### src/rtl/audio_pkg.sv
// Shared audio sample-path definitions: default sample width, midscale and the PWM output FSM states.
package audio_pkg;

  localparam int AUDIO_SAMPLE_WIDTH = 8;
  localparam int AUDIO_PWM_REPEAT   = 4;
  localparam logic [AUDIO_SAMPLE_WIDTH-1:0] MIDSCALE =
    AUDIO_SAMPLE_WIDTH'(1) << (AUDIO_SAMPLE_WIDTH - 1);

  typedef enum logic [1:0] {
    IDLE  = 2'd0,
    RUN   = 2'd1,
    DRAIN = 2'd2
  } pwm_state_t;

endpackage

### src/rtl/audio_pwm_counter.sv
// PWM phase counter plus per-sample repeat counter; flags the last cycle of each period and of each frame.
module audio_pwm_counter #(
  parameter int SAMPLE_WIDTH = 8,
  parameter int PWM_REPEAT   = 4
) (
  input  logic                    inputClock,
  input  logic                    reset_n,
  input  logic                    clear,
  input  logic                    enable,
  output logic [SAMPLE_WIDTH-1:0] pwm_count,
  output logic                    wrap,
  output logic                    boundary
);

  localparam int REP_W = (PWM_REPEAT > 1) ? $clog2(PWM_REPEAT) : 1;
  localparam logic [REP_W-1:0] REP_LAST = REP_W'(PWM_REPEAT - 1);

  logic [REP_W-1:0] repeat_count;

  assign wrap     = &pwm_count;
  assign boundary = wrap && (repeat_count == REP_LAST);

  always_ff @(posedge inputClock or negedge reset_n) begin
    if (!reset_n) begin
      pwm_count    <= '0;
      repeat_count <= '0;
    end else if (clear) begin
      pwm_count    <= '0;
      repeat_count <= '0;
    end else if (enable) begin
      pwm_count <= pwm_count + 1'b1;
      if (wrap) begin
        repeat_count <= (repeat_count == REP_LAST) ? '0 : repeat_count + 1'b1;
      end
    end
  end

endmodule

### src/rtl/audio_pwm_output.sv
// Sample sink: one-entry buffered valid/ready input, frame-paced playback and PWM compare.
// Optional soft-start ramp is built when AUDIO_PWM_SOFTSTART_EN is defined.
module audio_pwm_output
  import audio_pkg::*;
#(
  parameter int SAMPLE_WIDTH = AUDIO_SAMPLE_WIDTH,
  parameter int PWM_REPEAT   = AUDIO_PWM_REPEAT
) (
  input  logic                    inputClock,
  input  logic                    reset_n,
  input  logic                    enable,
  input  logic [SAMPLE_WIDTH-1:0] inputSample,
  input  logic                    sampleValid,
  output logic                    sampleReady,
  output logic                    pwmOut,
  output logic                    frameStrobe,
  output logic                    underrun,
  output pwm_state_t              fsm_state
);

  localparam logic [SAMPLE_WIDTH-1:0] MID = SAMPLE_WIDTH'(1) << (SAMPLE_WIDTH - 1);

  // Handshake: a sample transfers on a rising edge where sampleValid && sampleReady;
  // sampleReady is high exactly while the one-entry buffer is empty, and upstream
  // must hold inputSample stable until it is taken.
  pwm_state_t              state_q;
  logic                    buffer_full;
  logic [SAMPLE_WIDTH-1:0] buffer_sample;
  logic [SAMPLE_WIDTH-1:0] active_sample;
  logic [SAMPLE_WIDTH-1:0] effective_sample;
  logic [SAMPLE_WIDTH-1:0] pwm_count;
  logic                    wrap;
  logic                    boundary;
  logic                    running;
  logic                    accept;
  logic                    boundary_cycle;
  logic                    load_cycle;
  logic                    bypass;
  logic                    buffer_full_next;

  assign running        = (state_q == RUN);
  assign accept         = sampleValid && sampleReady;
  assign boundary_cycle = running && boundary;
  assign load_cycle     = ((state_q == IDLE) && enable && buffer_full) ||
                          (boundary_cycle && enable);
  // An empty buffer at a boundary can still be served by a same-edge transfer.
  assign bypass           = boundary_cycle && enable && !buffer_full && accept;
  assign buffer_full_next = load_cycle ? 1'b0 : (buffer_full || accept);

  assign frameStrobe = boundary_cycle;
  assign underrun    = boundary_cycle && enable && !buffer_full && !accept;
  assign fsm_state   = state_q;

  audio_pwm_counter #(
    .SAMPLE_WIDTH (SAMPLE_WIDTH),
    .PWM_REPEAT   (PWM_REPEAT)
  ) u_counter (
    .inputClock (inputClock),
    .reset_n    (reset_n),
    .clear      (!running),
    .enable     (running),
    .pwm_count  (pwm_count),
    .wrap       (wrap),
    .boundary   (boundary)
  );

`ifdef AUDIO_PWM_SOFTSTART_EN
  logic [SAMPLE_WIDTH-1:0] ramp_level;

  always_ff @(posedge inputClock or negedge reset_n) begin
    if (!reset_n) begin
      ramp_level <= '0;
    end else if (state_q == IDLE) begin
      ramp_level <= '0;
    end else if (running && wrap && !(&ramp_level)) begin
      ramp_level <= ramp_level + 1'b1;
    end
  end

  assign effective_sample = (active_sample < ramp_level) ? active_sample : ramp_level;
`else
  assign effective_sample = active_sample;
`endif

  always_ff @(posedge inputClock or negedge reset_n) begin
    if (!reset_n) begin
      state_q       <= IDLE;
      buffer_full   <= 1'b0;
      buffer_sample <= '0;
      active_sample <= MID;
      sampleReady   <= 1'b1;
      pwmOut        <= 1'b0;
    end else begin
      pwmOut      <= running && (pwm_count < effective_sample);
      buffer_full <= buffer_full_next;
      sampleReady <= !buffer_full_next;
      if (accept && !bypass) begin
        buffer_sample <= inputSample;
      end
      case (state_q)
        IDLE: begin
          if (enable && buffer_full) begin
            state_q       <= RUN;
            active_sample <= buffer_sample;
          end
        end
        RUN: begin
          if (boundary) begin
            if (!enable) begin
              state_q <= DRAIN;
            end else if (buffer_full) begin
              active_sample <= buffer_sample;
            end else if (accept) begin
              active_sample <= inputSample;
            end
          end
        end
        DRAIN:   state_q <= IDLE;
        default: state_q <= IDLE;
      endcase
    end
  end

endmodule

### config.mk
export PLATFORM = sky130hd
export DESIGN_NAME = audio_pwm_output
export DESIGN_NICKNAME = d
export VERILOG_FILES = /design/src/rtl/audio_pkg.sv /design/src/rtl/audio_pwm_counter.sv /design/src/rtl/audio_pwm_output.sv
export SDC_FILE = /design/constraint.sdc
export NUM_CORES = 1
export LEC_CHECK = 0
export CORE_ASPECT_RATIO = 0.6
export CORE_UTILIZATION = 45
export CTS_CLUSTER_DIAMETER = 150
export DETAILED_ROUTE_END_ITERATION = 6
export GPL_TIMING_DRIVEN = 0
export HOLD_SLACK_MARGIN = 0.15
export PLACE_DENSITY = 0.66
export SKIP_CTS_REPAIR_TIMING = 1
export SYNTH_ARGS = -nofsm -noshare
export SYNTH_HDL_FRONTEND = slang
export SYNTH_SLANG_ARGS = --single-unit
### constraint.sdc
create_clock -name inputClock -period 6 [get_ports inputClock]
set_clock_uncertainty 0.1 [all_clocks]
set_input_delay 1.2 -clock inputClock [delete_from_list [all_inputs] [get_ports inputClock]]
set_output_delay 1.2 -clock inputClock [all_outputs]
set_load 0.1 [all_outputs]
# --- Yosys cells after proc, flatten, opt, wreduce, memory -nomap -nowiden ---
# Cells that the tools add are included.
op_classes:
  add_sub_neg: 2
  mul: 0
  div: 0
  order_cmp: 1
  n_eq_ne: 8
  shift: 0
  muxes: 15
  n_bitwise: 0
  n_reduce_logical: 23
ops:
  columns: ["cell", "count"]
  rows:
  - ["2-to-1 mux 8 bit", 6]
  - ["one-hot mux 8 bit (2 select lines)", 1]
  - ["logical AND 1 bit", 12]
  - ["2-to-1 mux 2 bit", 6]
  - ["adder 8 x 1 -> 8 bit (second input constant)", 1]
  - ["< comparator 8 bit", 1]
  - ["AND reduction 8 bit", 1]
  - ["!= test 2 bit (second input constant)", 3]
  - ["AND reduction 5 bit", 1]
  - ["zero test 1 bit", 4]
  - ["!= test 2 x 1 -> 1 bit (second input constant)", 2]
  - ["one-hot mux 2 bit (2 select lines)", 1]
  - ["!= test 3 x 2 -> 1 bit (second input constant)", 1]
  - ["AND reduction 3 bit", 1]
  - ["adder 2 x 1 -> 2 bit (second input constant)", 1]
  - ["== test 2 x 1 -> 1 bit (second input constant)", 1]
  - ["== test 2 bit (second input constant)", 1]
  - ["zero test 2 bit", 1]
  - ["logical OR 1 bit", 2]
  - ["nonzero test 2 bit", 1]
  - ["2-to-1 mux 1 bit", 1]
totals:
  ff_bits: 31
  latch_bits: 0
  mem_bits_rw: 0
  mem_bits_ro: 0
  input_bits: 12
  elab_cells: 57
  n_memories: 0

# --- Logic depth before layout (Yosys ltp) ---
# Gate-level depths: netlist of the first run.
depth:
  ltp_word: 8
  mapped_depth: 6
  mapped_depth_nobuf: 6

# --- Modules after synthesis ---
# A second synthesis of the first run with hierarchy kept.
unflattened:
  hier_cells: 142
  hier_area_um2: 1670.4
by_module_without_submodules:
  columns: ["module", "instances", "cells_per_inst", "area_each_um2"]
  rows:
  - ["audio_pwm_output", 1, 91, 1146.1]
  - ["audio_pwm_counter", 1, 51, 524.3]

# --- Worst setup path after synthesis of the first run ---
# OpenSTA, ideal clock, no wires.
synth_timing:
  kind: "in2out"
  start: "input fsm_state[0]"
  end: "output underrun"
  arrival_ps: 7467
  required_time_ps: 4700
  path_slack_ps: -2767
  stages: 5
  path_buffers: 1
  path_cell_list: "dfrtp_1 nand2b_1 clkbuf_1 nor4_1 nor4b_1"
synth_via:
  elab_chain_len: 5
synth_lines:
  columns: ["element", "line_no", "text"]
  rows:
  - ["start: declaration", "audio_pwm_output.sv:18", "output pwm_state_t fsm_state"]
  - ["== test 2 x 1 -> 1 bit", "audio_pwm_output.sv:41", "assign running = (state_q == RUN);"]
  - ["logical AND 1 bit", "audio_pwm_output.sv:43", "assign boundary_cycle = running && boundary;"]
  - ["net frameStrobe", "audio_pwm_output.sv:16", "output logic frameStrobe,"]
  - ["logical AND 1 bit (3 in a row)", "audio_pwm_output.sv:51", "assign underrun = boundary_cycle && enable && !buffer_full && !accept;"]
  - ["end: declaration", "audio_pwm_output.sv:17", "output logic underrun,"]
# The timed path passes the listed nets, and every way through them passes these cells.

# --- Worst setup path after layout of the first run ---
layout_timing:
  start: "input enable"
  end: "output underrun"
layout_via:
  elab_chain_len: 3
layout_lines:
  columns: ["element", "line_no", "text"]
  rows:
  - ["start: declaration", "audio_pwm_output.sv:11", "input logic enable,"]
  - ["logical AND 1 bit (3 in a row)", "audio_pwm_output.sv:51", null]
# No other way between the ends.

==> results of run 1 <==
-- power by group --
group          switching (mW)  total (mW)  internal [mW]
clock                  0.0792       0.213          0.134
sequential             0.0642       0.362          0.298
combinational           0.177       0.330          0.153
total                   0.320       0.906          0.586
-- layer usage --
| metal | vias to the layer above | track usage (%) | wire length (µm) |
|---|---|---|---|
| met5 | - | 0 | 0 |
| met1 | 532 | 24.58 | 1482 |
| li1 | 527 | - | - |
| met2 | 21 | 35.44 | 1447 |
| met4 | 0 | 8.889 | 61 |
| met3 | 6 | 5.524 | 137 |
-- cells in the mapped netlist, drive strengths merged --
library cell,number,area share [%]
o21ai,6,1.9
nand2b,2,0.79
mux2i,15,9.5
a21oi,6,1.9
nand4,2,1.2
nor3,2,0.64
a2111o,2,1.4
nor4,1,0.40
o21a,1,0.48
nor2b,1,0.40
xor2,2,1.1
a31oi,3,1.6
xnor2,3,1.7
nor3b,1,0.48
nor4b,1,0.56
inv,12,2.9
nor2,12,3.0
nand2,4,0.95
or3,2,1.1
buf,2,1.0
and3,2,0.87
mux2,10,7.4
clkbuf,2,0.48
dfstp,2,3.3
dfrtp,29,46
ha,9,7.2
nand3,4,1.6
-- critical path, cell delays in order --
cell                              delay, ns
sky130_fd_sc_hd__clkdlybuf4s50_1       0.55
sky130_fd_sc_hd__inv_1                 0.10
sky130_fd_sc_hd__nor4b_2               0.24
sky130_fd_sc_hd__clkdlybuf4s50_1       1.16
-- registers in the layout, summed over array words and instances (netlist names) --
| signal | cells |
|---|---|
| u_counter.pwm_count | 8 |
| sampleReady | 1 |
| buffer_full | 1 |
| fsm_state | 2 |
| buffer_sample | 8 |
| pwmOut | 1 |
| active_sample | 8 |
| u_counter.repeat_count | 2 |
-- cell usage in the layout (no fill, tap or decap), types with 3 or more instances in the layout --
cell	instances
sky130_fd_sc_hd__o21ai_0	6
sky130_fd_sc_hd__xnor2_1	3
sky130_fd_sc_hd__nor2_1	11
sky130_fd_sc_hd__inv_1	12
sky130_fd_sc_hd__nand2_1	4
sky130_fd_sc_hd__a21oi_1	6
sky130_fd_sc_hd__ha_1	9
sky130_fd_sc_hd__clkbuf_8	6
sky130_fd_sc_hd__mux2i_1	15
sky130_fd_sc_hd__nand3_1	3
sky130_fd_sc_hd__clkdlybuf4s50_1	16
sky130_fd_sc_hd__dfrtp_1	29
sky130_fd_sc_hd__mux2_2	9
-- final cells by class --
class | count | area, µm² | area share, %
flip-flops and latches | 31 | 778.2 | 40.23
multi-input cells | 91 | 748.2 | 38.68
repair buffers | 17 | 165.2 | 8.538
clock buffers | 6 | 82.58 | 4.269
well taps | 45 | 56.30 | 2.911
inverters | 12 | 45.04 | 2.329
clock inverters | 2 | 35.03 | 1.811
plain buffers | 4 | 23.77 | 1.229
-- cell families (layout without fill, tap and decap cells) --
group                      count (synthesis)  count (layout)
and+or+nand+nor                           34              34
DFF                                       31              31
muxes                                     25              25
AOI/OAI and AO/OA                         18              18
buffers and inverters                     16              41
adders and majority gates                  9               9
xor gates and xnor gates                   5               5
-- worst max path at each step --
stage               cells past startpoint  slack [ns]    startpoint  endpoint
floorplan                               4        0.45  fsm_state[0]  underrun
global placement                        4        1.44        enable  underrun
detailed placement                      4        1.45        enable  underrun
CTS                                     4        1.44        enable  underrun
global route                            4        1.35        enable  underrun
finish                                  4        1.44        enable  underrun
==> impl_metrics.sql, run 1 <==
INSERT INTO impl_metrics (metric_group, metric, value, unit) VALUES
('synthesis', 'synth-adder-area-share', '7.154', '%'),
('layout', 'drive_above_1_share', '19.02', '%'),
('sta', 'final-setup-viol-count', '0', ''),
('synthesis', 'fraction_of_synthesized_area_in_multiplexers', '16.93', '%'),
('min_path', 'worst_hold_path_type', 'flop to flop', ''),
('global_route', 'first_pass_grt_wire_length', '5.278', 'mm'),
('synthesis', 'synth_compound_gate_area_share', '7.313', '%'),
('synthesis', 'synth_simple_gate_area_share', '12.00', '%'),
('layout', 'final_area', '0.001934', 'mm²'),
('floorplan', 'chipHeight', '47.81', 'µm'),
('place', 'placement.cell_area', '0.001822', 'mm²'),
('sta', 'final.period_utilization', '75.96', '%'),
('synthesis', 'mappedNetlistArea', '0.001574', 'mm²'),
('cts', 'clk-insertion-delay-late', '0.29', 'ns'),
('global_route', 'grt_antenna_before_repair', '0', ''),
('detailed_routing', 'route.detailed.drc', '0', ''),
('layout', 'number_of_inserted_filler_cells_in_the_final_layout', '284', ''),
('global_route', 'track_usage', '20.18', '%'),
('place', 'dp_hpwl', '2.257', 'mm'),
('global_route', 'grt_start_max_net_pins', '32', ''),
('worst_setup_path', 'criticalPathCategory', 'input port to output pin', ''),
('synthesis', 'synth.net_count', '159', ''),
('worst_setup_path', 'data_arrival_time_of_the_worst_path', '3.26', 'ns'),
('pwr', 'powerDensity', '468.3', 'mW/mm²'),
('sta', 'fmax', '219.4', 'MHz'),
('floorplan', 'fp.coreArea', '0.003303', 'mm²'),
('sta', 'finalHoldWorstSlack', '0.4060', 'ns'),
('cts', 'cts.htree.levels', '2', ''),
('sta', 'final.setup.tns', '0', 'ns'),
('cts', 'clockRootBuffer', 'sky130_fd_sc_hd__clkbuf_8', ''),
('synthesis', 'synth-seq-cells', '31', ''),
('cts', 'cts.clk_slew.worst_paths', '0.06', 'ns'),
('sta', 'hold_violations', '0', ''),
('detailed_routing', 'via_per_inst', '5.221', ''),
('sta', 'slew-limit-headroom', '35.67', '%'),
('place', 'place.port_buffers', '17', ''),
('floorplan', 'die_ar', '0.003746', 'mm²'),
('min_path', 'hold_depth', '1', ''),
('sta', 'crit_path_time_final', '4.557', 'ns'),
('floorplan', 'initial_core_util', '47.65', '%'),
('pwr', 'post-layout-total-power', '905.8', 'µW'),
('worst_setup_path', 'worst_setup_path_start_kind', 'input port', ''),
('min_path', 'worst_hold_startpoint', 'buffer_sample[0]', ''),
('place', 'dp_cells', '200', ''),
('status', 'outcome', 'complete, no violations', ''),
('global_route', 'grt_pass1_vias', '1105', ''),
('detailed_routing', 'drt-pass1-iter-count', '4', ''),
('layout', 'insertedDiodeCount', '0', ''),
('sta', 'rsz0062_at_grt', 'no', ''),
('worst_setup_path', 'r2r_setup_slack', '3.67', 'ns'),
('cts', 'number_of_buffers_created_by_cts', '5', ''),
('flow_run', 'drv_cap', '0', ''),
('synthesis', 'sequential_to_total_area_share_from_yosys_stat', '49.44', '%'),
('worst_setup_path', 'data_required_time_of_the_worst_path', '4.70', 'ns'),
('worst_setup_path', 'r2r-end', 'active_sample[0]', ''),
('synthesis', 'combinational_family_with_the_most_area_after_synthesis', 'multiplexers', ''),
('min_path', 'holdPathEnd', 'buffer_sample[0]', ''),
('synthesis', 'syn-instance-count', '138', ''),
('synthesis', 'synth_warnings', '0', ''),
('sta', 'report.final.slew_viol_count', '0', ''),
('sta', 'worst_slack', '1.443', 'ns'),
('cts', 'cts_tree', 'done', ''),
('worst_setup_path', 'timing.rr.start', 'u_counter.pwm_count[0]', ''),
('global_route', 'grt.overflow.total', '0', ''),
('layout', 'design.final.nets', '183', ''),
('detailed_routing', 'first_drt_iteration_drcs', '37', ''),
('pwr', 'total_leakage_power', '0.9037', 'nW'),
('worst_setup_path', 'crit_path_max_fanout', '5', ''),
('detailed_routing', 'route.antenna.remaining_nets', '0', ''),
('layout', 'utilization', '58.56', '%'),
('worst_setup_path', 'rr_worst_depth', '6', '');
Power figures use the tool's default switching activity.
==> run 2, diff against run 1 <==
==> constraint.sdc (replaced) <==
create_clock -name inputClock -period 4.65 [get_ports inputClock]
set_clock_uncertainty 0.1 [all_clocks]
set_input_delay 0.93 -clock inputClock [delete_from_list [all_inputs] [get_ports inputClock]]
set_output_delay 0.93 -clock inputClock [all_outputs]
set_load 0.1 [all_outputs]
==> run 2 against run 1 <==
Net effect: flip-flop and latch count unchanged; count of clock-buffer cells in the layout increased by 2; sequential power increased by 28%; wire length decreased by 6.9%; highest routed layer unchanged.
==> impl_metrics.sql, run 2 (same netlist as run 1, synthesis figures left out) <==
INSERT INTO impl_metrics (metric_group, metric, value, unit) VALUES
('detailed_routing', 'totalWireLength', '2.913', 'mm'),
('sta', 'rsz0062_at_grt', 'no', ''),
('floorplan', 'rows', '16', ''),
('cts', 'clk-insertion-delay-late', '0.29', 'ns'),
('layout', 'number_of_inserted_filler_cells_in_the_final_layout', '272', ''),
('layout', 'design.final.nets', '183', ''),
('pwr', 'total_leakage_power', '0.8946', 'nW'),
('worst_setup_path', 'crit_path_max_fanout', '5', ''),
('detailed_routing', 'route.detailed.drc', '0', ''),
('cts', 'cts_tree', 'done', ''),
('floorplan', 'initial_core_util', '47.65', '%'),
('global_route', 'grt_start_max_net_pins', '32', ''),
('min_path', 'worst_hold_startpoint', 'buffer_sample[3]', ''),
('detailed_routing', 'routedWlPerCell', '14.00', 'µm'),
('cts', 'cts.path.max_buffers', '2', ''),
('layout', 'drive_above_1_share', '18.40', '%'),
('layout', 'flow.area_growth_from_synthesis', '22.34', '%'),
('worst_setup_path', 'criticalPathCategory', 'input port to output pin', ''),
('sta', 'crit_path_time_final', '4.027', 'ns'),
('layout', 'utilization', '58.30', '%'),
('layout', 'insertedDiodeCount', '0', ''),
('min_path', 'holdPathEnd', 'buffer_sample[3]', ''),
('cts', 'cts.clk_slew.worst_paths', '0.06', 'ns'),
('sta', 'fmax', '248.3', 'MHz'),
('sta', 'worst_slew_pin_slew', '0.9658', 'ns'),
('global_route', 'global_route.usage.met3', '5.143', '%'),
('detailed_routing', 'route.antenna.remaining_nets', '0', ''),
('global_route', 'grt_util_met2', '30.18', '%'),
('floorplan', 'die_ar', '0.003746', 'mm²'),
('worst_setup_path', 'r2r_setup_slack', '2.34', 'ns'),
('worst_setup_path', 'rr_worst_depth', '6', ''),
('sta', 'hold_violations', '0', ''),
('sta', 'final.period_utilization', '86.60', '%'),
('worst_setup_path', 'r2r-end', 'active_sample[0]', ''),
('layout', 'multi_input_comb_area', '757.0', 'µm²'),
('flow_run', 'drv_cap', '0', ''),
('global_route', 'm1_gr_usage', '22.43', '%'),
('global_route', 'grt_most_used_layer', 'met2', ''),
('worst_setup_path', 'data_required_time_of_the_worst_path', '3.62', 'ns'),
('cts', 'number_of_buffers_created_by_cts', '5', ''),
('floorplan', 'ioPinCount', '18', ''),
('detailed_routing', 'via_per_inst', '5.163', ''),
('floorplan', 'chipWidth', '78.35', 'µm'),
('pwr', 'powerDensity', '580.9', 'mW/mm²'),
('worst_setup_path', 'data_arrival_time_of_the_worst_path', '3.00', 'ns'),
('layout', 'most-common-layout-cells', 'sky130_fd_sc_hd__dfrtp_1 (29), sky130_fd_sc_hd__clkdlybuf4s50_1 (16), sky130_fd_sc_hd__mux2i_1 (15)', ''),
('global_route', 'grt.overflow.total', '0', ''),
('worst_setup_path', 'cp_endpoint_kind', 'output pin', ''),
('layout', 'reg.largest.list', 'active_sample x8, buffer_sample x8, u_counter.pwm_count x8', ''),
('detailed_routing', 'drt-pass1-iter-count', '4', ''),
('status', 'outcome', 'complete, no violations', ''),
('global_route', 'grt_pass1_vias', '994', ''),
('cts', 'cts.htree.levels', '2', ''),
('layout', 'layout.area.seq', '778.2', 'µm²'),
('place', 'place_congestion', '0.7195', ''),
('floorplan', 'chipHeight', '47.81', 'µm'),
('global_route', 'track_usage', '18.00', '%'),
('min_path', 'worst_hold_path_type', 'flop to flop', ''),
('place', 'place.port_buffers', '17', ''),
('worst_setup_path', 'worst_setup_path_start_kind', 'input port', ''),
('worst_setup_path', 'timing.rr.start', 'u_counter.pwm_count[0]', ''),
('place', 'dp_hpwl', '2.081', 'mm'),
('sta', 'final.setup.tns', '0', 'ns'),
('floorplan', 'fp.coreArea', '0.003303', 'mm²'),
('global_route', 'grt_antenna_before_repair', '0', ''),
('pwr', 'max_ir_drop_vdd', '0.2520', 'mV'),
('detailed_routing', 'first_drt_iteration_drcs', '67', ''),
('global_route', 'first_pass_grt_wire_length', '4.712', 'mm'),
('layout', 'mostFrequentLayoutCell', 'sky130_fd_sc_hd__dfrtp_1', ''),
('sta', 'slew-limit-headroom', '35.41', '%'),
('detailed_routing', 'vias', '1074', ''),
('min_path', 'hold_depth', '1', ''),
('sta', 'report.final.slew_viol_count', '0', ''),
('cts', 'clockRootBuffer', 'sky130_fd_sc_hd__clkbuf_8', ''),
('cts', 'cts_num_sinks', '31', ''),
('sta', 'final-setup-viol-count', '0', '');
==> run 2: cell count changes in the layout (fill, tap and decap cells not counted) <==
| cell | change |
|---|---|
| sky130_fd_sc_hd__bufinv_16 | -1 |
| sky130_fd_sc_hd__clkbuf_1 | +1 |
| sky130_fd_sc_hd__clkbuf_8 | +1 |
| sky130_fd_sc_hd__clkinv_2 | -1 |
| sky130_fd_sc_hd__nor4b_2 | -1 |
| sky130_fd_sc_hd__nor4b_4 | +1 |
==> run 2: how the worst max path moves through the flow <==
| stage | start | endpoint | slack [ns] | cells after the start |
|---|---|---|---|---|
| final | enable | underrun | 0.62 | 4 |
| after global routing | enable | underrun | 0.57 | 4 |
| after CTS | enable | underrun | 0.62 | 4 |
| after detailed placement | enable | underrun | 0.62 | 4 |
| after global placement | enable | underrun | 0.62 | 4 |
| after floorplan | fsm_state[0] | underrun | 0.004 | 4 |
==> run 2: layer usage <==
layer / vias to the layer above / share of wire (%) / wire length (µm)
met4: 0 / 2.1 / 62
met5: - / 0 / 0
li1: 529 / - / -
met1: 511 / 49 / 1427
met3: 9 / 5.0 / 147
met2: 25 / 44 / 1275
==> run 2: stage by stage <==
stage	cells	hold slack, ns	setup WS, ns	instance area, µm²	power [mW]
6_report	208	0.4048	0.6232	1926	1.119
5_1_grt	208	0.4220	0.5665	1926	1.200
4_1_cts	208	0.4081	0.6151	1931	1.130
3_5_place_dp	200	0.3944	0.6204	1831	0.8883
3_3_place_gp	200	0.3710	0.6231	1831	0.8626
2_1_floorplan	138	0.3655	0.003874	1604	0.7810
==> run 2: power breakdown <==
group | internal [mW] | switching (mW) | total [mW]
Sequential | 0.384 | 0.0787 | 0.463
Clock | 0.135 | 0.0998 | 0.235
Combinational | 0.195 | 0.225 | 0.421
==> run 2: cell type report <==
type	count	share of cell area [%]
buffer	4	1.235
tap	45	2.924
clock buffer	8	5.198
multi-input combinational	91	39.31
inverter	12	2.339
sequential	31	40.42
timing repair buffer	17	8.577
==> run 2: critical path, stage by stage <==
cell and delay [ns]:
sky130_fd_sc_hd__clkdlybuf4s50_1 0.54, sky130_fd_sc_hd__inv_1 0.12, sky130_fd_sc_hd__nor4b_4 0.25, sky130_fd_sc_hd__clkdlybuf4s50_1 1.16
